`config.mk`:
```
export PLATFORM = sky130hd
export DESIGN_NAME = uart_tx_arbiter
export DESIGN_NICKNAME = d
export VERILOG_FILES = /design/src/rtl/uart_tx_arbiter.sv
export SDC_FILE = /design/constraint.sdc
export NUM_CORES = 1
export LEC_CHECK = 0
export BUFFER_PORTS_ARGS = -buffer_cell sky130_fd_sc_hd__buf_4
export CAP_MARGIN = 10
export CORE_MARGIN = 1
export CORE_UTILIZATION = 40
export CTS_CLUSTER_SIZE = 16
export DETAILED_ROUTE_END_ITERATION = 12
export GPL_ROUTABILITY_DRIVEN = 0
export SYNTH_ARGS = -nofsm -noshare
export SYNTH_HDL_FRONTEND = slang
export SYNTH_SLANG_ARGS = --single-unit
```
`constraint.sdc`:
```
create_clock -name clk -period 4.1 [get_ports clk]
set_clock_uncertainty 0.15 [all_clocks]
set_input_delay 0.82 -clock clk [delete_from_list [all_inputs] [get_ports clk]]
set_output_delay 0.82 -clock clk [all_outputs]
set_load 0.01 [all_outputs]
```
`src/rtl/uart_tx_arbiter.sv`:
```
`default_nettype none
// ============================================================================
// Module   : uart_tx_arbiter
// Purpose  : Round-robin arbiter/sequencer sharing one UART transmitter among
//            N_REQ requesters. Latches the winner's byte, issues a one-cycle
//            active-low run strobe, then waits for tx_done (or a frame
//            timeout) before acknowledging and advancing the pointer.
// Revision : 1.0 - initial release
// ----------------------------------------------------------------------------
// Ports
//   clk           in   system clock, rising edge
//   rst           in   asynchronous reset, active low
//   clks_per_bit  in   baud divisor, used only for the timeout (0 = disabled)
//   req           in   level request per requester
//   req_data      in   flattened bytes, requester i at [i*data_width +: data_width]
//   ack           out  one-cycle completion pulse to the served requester
//   err           out  high with ack when the transfer ended by timeout
//   grant         out  one-hot owner of the transmitter, zero when idle
//   busy          out  high in any state other than IDLE
//   tx_data       out  byte to the UART
//   tx_en         out  active-low run strobe to the UART, idles high
//   tx_done       in   frame-complete pulse from the UART
// ============================================================================
module uart_tx_arbiter #(
   parameter int data_width = 8,
   parameter int N_REQ      = 4
) (
   input  logic                        clk,
   input  logic                        rst,
   input  logic [12:0]                 clks_per_bit,
   input  logic [N_REQ-1:0]            req,
   input  logic [N_REQ*data_width-1:0] req_data,
   output logic [N_REQ-1:0]            ack,
   output logic                        err,
   output logic [N_REQ-1:0]            grant,
   output logic                        busy,
   output logic [data_width-1:0]       tx_data,
   output logic                        tx_en,
   input  logic                        tx_done
);

   localparam int PW = (N_REQ > 1) ? $clog2(N_REQ) : 1;

   typedef enum logic [1:0] {
      S_IDLE  = 2'd0,
      S_START = 2'd1,
      S_WAIT  = 2'd2,
      S_ACK   = 2'd3
   } state_t;

   state_t          state;
   logic [PW-1:0]   ptr;
   logic [PW-1:0]   owner;
   logic [16:0]     cnt;

   logic [PW-1:0]   pick;
   logic            pick_valid;
   logic [PW:0]     idx;
   logic [16:0]     cnt_inc;
   logic [16:0]     limit;
   logic            timeout;

   logic [data_width-1:0] req_bytes [N_REQ];

   for (genvar g = 0; g < N_REQ; g++) begin : g_unpack
      assign req_bytes[g] = req_data[g*data_width +: data_width];
   end

   // First set request bit searching upward from ptr, wrapping modulo N_REQ.
   always_comb begin
      pick       = '0;
      pick_valid = 1'b0;
      idx        = '0;
      for (int i = 0; i < N_REQ; i++) begin
         idx = {1'b0, ptr} + (PW+1)'(i);
         if (idx >= (PW+1)'(N_REQ)) begin
            idx = idx - (PW+1)'(N_REQ);
         end
         if (!pick_valid && req[idx[PW-1:0]]) begin
            pick_valid = 1'b1;
            pick       = idx[PW-1:0];
         end
      end
   end

   // The counter value after this WAIT cycle equals the number of WAIT
   // cycles spent so far, so the timeout fires on WAIT cycle 16*clks_per_bit.
   assign cnt_inc = cnt + 17'd1;
   assign limit   = {clks_per_bit, 4'b0000};
   assign timeout = (clks_per_bit != 13'd0) && (cnt_inc == limit);

   always_ff @(posedge clk or negedge rst) begin
      if (!rst) begin
         state   <= S_IDLE;
         ptr     <= '0;
         owner   <= '0;
         cnt     <= '0;
         ack     <= '0;
         err     <= 1'b0;
         grant   <= '0;
         busy    <= 1'b0;
         tx_data <= '0;
         tx_en   <= 1'b1;
      end else begin
         ack <= '0;
         err <= 1'b0;
         case (state)
            S_IDLE: begin
               if (pick_valid) begin
                  state   <= S_START;
                  owner   <= pick;
                  grant   <= {{(N_REQ-1){1'b0}}, 1'b1} << pick;
                  tx_data <= req_bytes[pick];
                  tx_en   <= 1'b0;
                  cnt     <= '0;
                  busy    <= 1'b1;
               end
            end
            S_START: begin
               // tx_done is deliberately not looked at here.
               state <= S_WAIT;
               tx_en <= 1'b1;
            end
            S_WAIT: begin
               cnt <= cnt_inc;
               if (tx_done) begin
                  state <= S_ACK;
                  ack   <= grant;
               end else if (timeout) begin
                  state <= S_ACK;
                  ack   <= grant;
                  err   <= 1'b1;
               end
            end
            S_ACK: begin
               state <= S_IDLE;
               grant <= '0;
               busy  <= 1'b0;
               if (owner == PW'(N_REQ-1)) begin
                  ptr <= '0;
               end else begin
                  ptr <= owner + 1'b1;
               end
            end
            default: begin
               state <= S_IDLE;
            end
         endcase
      end
   end

endmodule
`default_nettype wire

```
# Word level (Yosys, flattened, before mapping)
# Cells that the tools add are included.
[classes]
n_addsub = 9
multipliers = 0
div_mod_pow = 0
n_lt_le_gt_ge = 9
eq_ne = 7
n_shift = 1
n_mux = 42
n_bitwise = 1
n_reduce_logical = 17
[op_table]
columns = ["operator", "n"]
rows = [
  ["$pmux W17 S2", 1],
  ["$mux W2", 12],
  ["$add A17 B1 Y17 const B", 1],
  ["$eq A17 B17 Y1", 1],
  ["$mux W17", 1],
  ["$bmux W8 S2", 1],
  ["$mux W4", 4],
  ["$mux W8", 2],
  ["$mux W1", 13],
  ["$reduce_bool A13 Y1", 1],
  ["$ge A3 B3 Y1 const B", 4],
  ["$lt A2 B3 Y1 const B", 4],
  ["$reduce_and A2 Y1", 5],
  ["$bmux W1 S2", 4],
  ["$pmux W2 S4", 1],
  ["$pmux W4 S2", 1],
  ["$sub A2 B1 Y2 const B", 4],
  ["$add A2 B2 Y3 const B", 2],
  ["$eq A2 B2 Y1 const B", 3],
  ["$reduce_bool A2 Y1", 3],
  ["$logic_and A1 B1 Y1", 4],
  ["$pmux W1 S2", 2],
  ["$shl A1 B2 Y4 const A", 1],
  ["$add A2 B1 Y3 const B", 1],
  ["8 further kinds", 10],
]
[word_totals]
reg_bits = 42
latch_bits = 0
mem_bits_rw = 0
romBits = 0
in_bits = 52
output_inout_bits = 19
elab_cells = 96
mem_count = 0

# Depth between registers and ports, before layout
[depth]
ltp_word = 18
mapped_depth = 9
mapped_depth_nobuf = 8

# Worst setup path before layout
# No wires, ideal clock.
[synth_path]
path_kind = "input-to-reg"
from = "input port req[2]"
to = "register tx_data[0]"
arrival_time_ns = 2.263
required_time_ns = 3.886
setup_slack_ns = 1.623
stages = 8
path_cell_list = "mux2i_1 nor2_1 nor3_2 buf_2 buf_2 a211oi_1 a211oi_1 a21o_1"
[synth_via]
elab_chain_cells = 16
word_cells_on_any_way = 27
[synth_rtl]
columns = ["element", "line_no", "text"]
rows = [
  ["from (decl)", "31", "input logic [N_REQ-1:0] req,"],
  ["$bmux W1 S2", "79", "if (!pick_valid && req[idx[PW-1:0]]) begin"],
  ["$mux W1 (implied by the code)", "79", ""],
  ["$mux W1", "79", ""],
  ["$logic_not A1 Y1", "79", ""],
  ["$logic_and A1 B1 Y1", "79", ""],
  ["$mux W1", "79", ""],
  ["$logic_not A1 Y1", "79", ""],
  ["$logic_and A1 B1 Y1", "79", ""],
  ["$mux W1", "79", ""],
  ["$logic_not A1 Y1", "79", ""],
  ["$logic_and A1 B1 Y1", "79", ""],
  ["$mux W2", "79", ""],
  ["$not A2 Y3 (implied by the code)", "113", "tx_data <= req_bytes[pick];"],
  ["$bmux W8 S2", "113", ""],
  ["$mux W8 (implied by the code) (2 in series)", "113", ""],
  ["to (signal assigned)", "113", ""],
  ["to (decl)", "37", "output logic [data_width-1:0] tx_data,"],
]
# Several ways; a longest one is shown, not always the timed one. The select of a mux whose other input is x is not followed.
# A chain may end at the register's enable or synchronous reset.

# Worst setup path in the final report
[layout_path]
from = "register cnt[0]"
to = "register ack[2]"
[layout_via]
elab_chain_cells = 6
[layout_rtl]
columns = ["element", "line_no", "text"]
rows = [
  ["from (decl)", "54", "logic [16:0] cnt;"],
  ["from (signal assigned)", "125", "cnt <= cnt_inc;"],
  ["$add A17 B1 Y17", "88", "assign cnt_inc = cnt + 17'd1;"],
  ["$eq A17 B17 Y1", "90", "assign timeout = (clks_per_bit != 13'd0) && (cnt_inc == limit);"],
  ["$logic_and A1 B1 Y1", "90", ""],
  ["$mux W4", "129", "end else if (timeout) begin"],
  ["$mux W4", "126", "if (tx_done) begin"],
  ["$mux W4", "107", "case (state)"],
  ["to (signal assigned)", "128", "ack <= grant;"],
  ["to (signal assigned)", "131", "ack <= grant;"],
  ["to (decl)", "33", "output logic [N_REQ-1:0] ack,"],
]
# Every way passes these cells.

==> results.tsv <==
metric	value	unit
yosysSeqAreaShare	35.53	%
status	finished clean	
core_region_area	7214	sq um
start_util	41.05	%
track_usage	19.96	%
ff2ff_setup_slack	1210	ps
period_share	70.40	%
yosysUniqueCellTypes	62	
synth.mux.area_fraction	3.760	%
synth-edff-count	0	
finalCriticalPeriod	2886	ps
totalWireLength	7483	um
place_ws	1134	ps
io_pins	71	
cp.arrival	2930	ps
first_global_vias	2403	
cpMaxStageDelayCell	dfrtp_1	
antenna_found_initial	0	
fp.dieH	88.05	um
yosysTopAreaCellShare	34.64	%
irDropWorstVdd	191.8	uV
avgSynthCellArea	9.113	sq um
rr_startpoint	cnt[0]	
cts-root-buf	clkbuf_8	
cp.required	4140	ps
io_buffers	70	
htreeDepth	2	
ys_ff_latch	42	
synth_largest_area_cell	dfrtp_1	
nFillCells	727	
crit_type	register to register	
wire_per_inst	15.43	um
drt_first_pass_iters	4	
cts_resized	0	
power_density	507.6	nW/um^2
syn-num-nets	385	
maxSlewViolCount	0	
cap_viol_max_count	0	
fin_setup_tns	0	ps
crit_chain	ha_1, nand3_1, o31a_1, a211o_1, a31oi_2, nor4_4, a21oi_2, and3b_1	
crit_cells	8	
via_per_inst	5.526	
dieArea	7752	sq um
rsz0062_at_grt	no	
vias	2680	
max_stage_delay	560	ps
finalSetupViolations	0	
die_w	88.05	um
min_path_type	register to register	
tritoncts	done	
setup_slack	1214	ps
worst_pin_slew	1022	ps
synthTopCellsByArea	dfrtp_1 35%, a211oi_1 4.6%, o21ai_0 3.7%, ha_1 3.4%, mux2i_1 3.4%	
ys_warn_count	0	
route.detailed.drc	0	
syn-cell-area	2962	sq um
clk_latency	300	ps
startpoint	cnt[0]	
diodes	0	
critPathCaptureType	register	
path_clk_slew	80	ps
synth_xor_area_share	4.732	%
post-route-util	50.62	%
synth_compound_gate_area_share	22.48	%
grt_pass1_wl	11960	um
grt_max_degree	43	
hold_violations	0	
cts.path.max_buffers	2	
first_iter_violations	150	
synth-main-ff-cell	dfrtp_1	
relSlewSlack	31.62	%
cp_max_fo	10	
fmax	346.5	MHz
cp-start-kind	register	
critical-path-top-delay-family	compound AO/OA/AOI/OAI gates	
core.rowCount	31	
cts.sinks	42	
postCtsSetupRepairBufs	0	
synth_top_family_by_area	simple AND/OR/NAND/NOR gates	
crit_buf_inv	0	
reg2reg_depth	8	
finish.net_count	445	
dp_hpwl	5487	um
leakage	1.626	nW
crit_path_end	ack[2]	
cts_buffers	5	
ant_nets	0	
synthArstFlopShare	100.0	%
grt_overflow	0	
synth-simple-area-share	25.35	%
syn_to_final_growth	23.32	%
cts.hold.buffers_added	0	
drive_above_1_share	26.42	%
synth_adder_area_share	3.380	%
synth_cells	325	
r2r_end	ack[2]	
[cell families after synthesis]
logic type	after synthesis
compound gates	100
xor+xnor	16
fa+ha+maj	8
buf+inv	29
flops	42
mux	11
simple gates	119
[worst min path at each step]
stage                     startpoint          to  slack (ps)  cells after the start
final                     tx_data[5]  tx_data[5]         330                      1
after global routing      tx_data[4]  tx_data[4]         350                      1
after CTS                 tx_data[4]  tx_data[4]         340                      1
after detailed placement  tx_data[4]  tx_data[4]         320                      1
after global placement    tx_data[4]  tx_data[4]         310                      1
after floorplan             owner[1]    owner[1]         300                      2
[layer usage]
layer,up-vias,part of all wire [%],global-route usage [%]
met3,9,3.4,3.582
met2,55,47,30.51
met1,1293,49,28.54
met4,0,1.3,6.598
met5,-,0,0
li1,1323,-,-
[sequential cells by signal, summed over array words and instances (netlist names)]
signal   count
owner        2
ack          4
tx_en        1
cnt         17
ptr          2
err          1
busy         1
tx_data      8
state        2
grant        4
[layout by cell type, fill, tap and decap left out, drive strengths merged, types with 2 or more instances in the layout]
master | netlist | final
and3 | 5 | 5
o31ai | 6 | 6
a21o | 8 | 8
a211oi | 19 | 19
nor2b | 10 | 10
ha | 8 | 8
nor4 | 10 | 10
o41ai | 2 | 2
xnor2 | 10 | 10
mux2i | 10 | 10
xor2 | 6 | 6
nor4b | 3 | 3
nor2 | 19 | 19
and2 | 3 | 3
and3b | 4 | 4
nand2b | 3 | 3
a21bo | 2 | 2
a32o | 2 | 2
buf | 10 | 73
or2 | 2 | 2
and4 | 3 | 3
a21oi | 17 | 17
nand4 | 6 | 6
o21ai | 30 | 30
clkbuf | 10 | 7
nor3 | 9 | 9
inv | 9 | 9
nand3 | 11 | 11
dfrtp | 41 | 41
or3 | 2 | 2
a211o | 3 | 3
a31oi | 3 | 3
or4 | 2 | 2
nand2 | 24 | 24
nand3b | 2 | 2
o21a | 2 | 2
[through the flow]
step | total power (W) | cells | hold slack [ps] | area [sq um]
floorplan | 0.001181 | 325 | 303.8 | 2962
global placement | 0.001476 | 476 | 313.3 | 3525
detailed placement | 0.001497 | 476 | 316.6 | 3525
CTS | 0.001848 | 484 | 336.4 | 3641
global route | 0.002003 | 485 | 352.7 | 3652
finish | 0.001854 | 485 | 331.2 | 3652
[area by class of cell]
type / instances / area [sq um] / area share [%]
sequential: 42 / 1052 / 28.81
clock buffer: 7 / 86.33 / 2.364
clock inverter: 1 / 30.03 / 0.8222
tap: 99 / 123.9 / 3.392
inverter: 9 / 33.78 / 0.9250
multi-input combinational: 254 / 1774 / 48.58
timing repair buffer: 73 / 551.8 / 15.11
[Yosys cell counts (3+ instances only)]
master    count
buf_4         3
a21o_1        8
xnor2_1      10
a211o_1       3
clkbuf_1     10
nor2_1       19
o21ai_1       8
buf_2         5
o21ai_0      22
nor4_1        4
mux2i_1      10
o31ai_1       6
dfrtp_1      41
nor3_2        3
xor2_1        6
nand3_1      10
nand2b_1      3
nand4_1       4
ha_1          8
a21oi_1      16
nor4_2        4
inv_1         9
nor2b_1      10
nor3_1        6
and3_1        5
and2_1        3
a211oi_1     18
and3b_1       4
nand2_1      23
[power by group]
group / internal (W) / switching, W
Combinational: 0.000378 / 0.000490
Clock: 0.000199 / 0.000149
Sequential: 0.000531 / 0.000106
[worst register-to-register path, delay by kind of cell (launching register included)]
kind | cells | cell delay, ps
AO/OA/AOI/OAI | 4 | 1130
adder cells (fa/ha/maj) | 1 | 360
flip-flops | 1 | 560
AND/OR/NAND/NOR | 3 | 580
(Power assumes the default switching activity.)
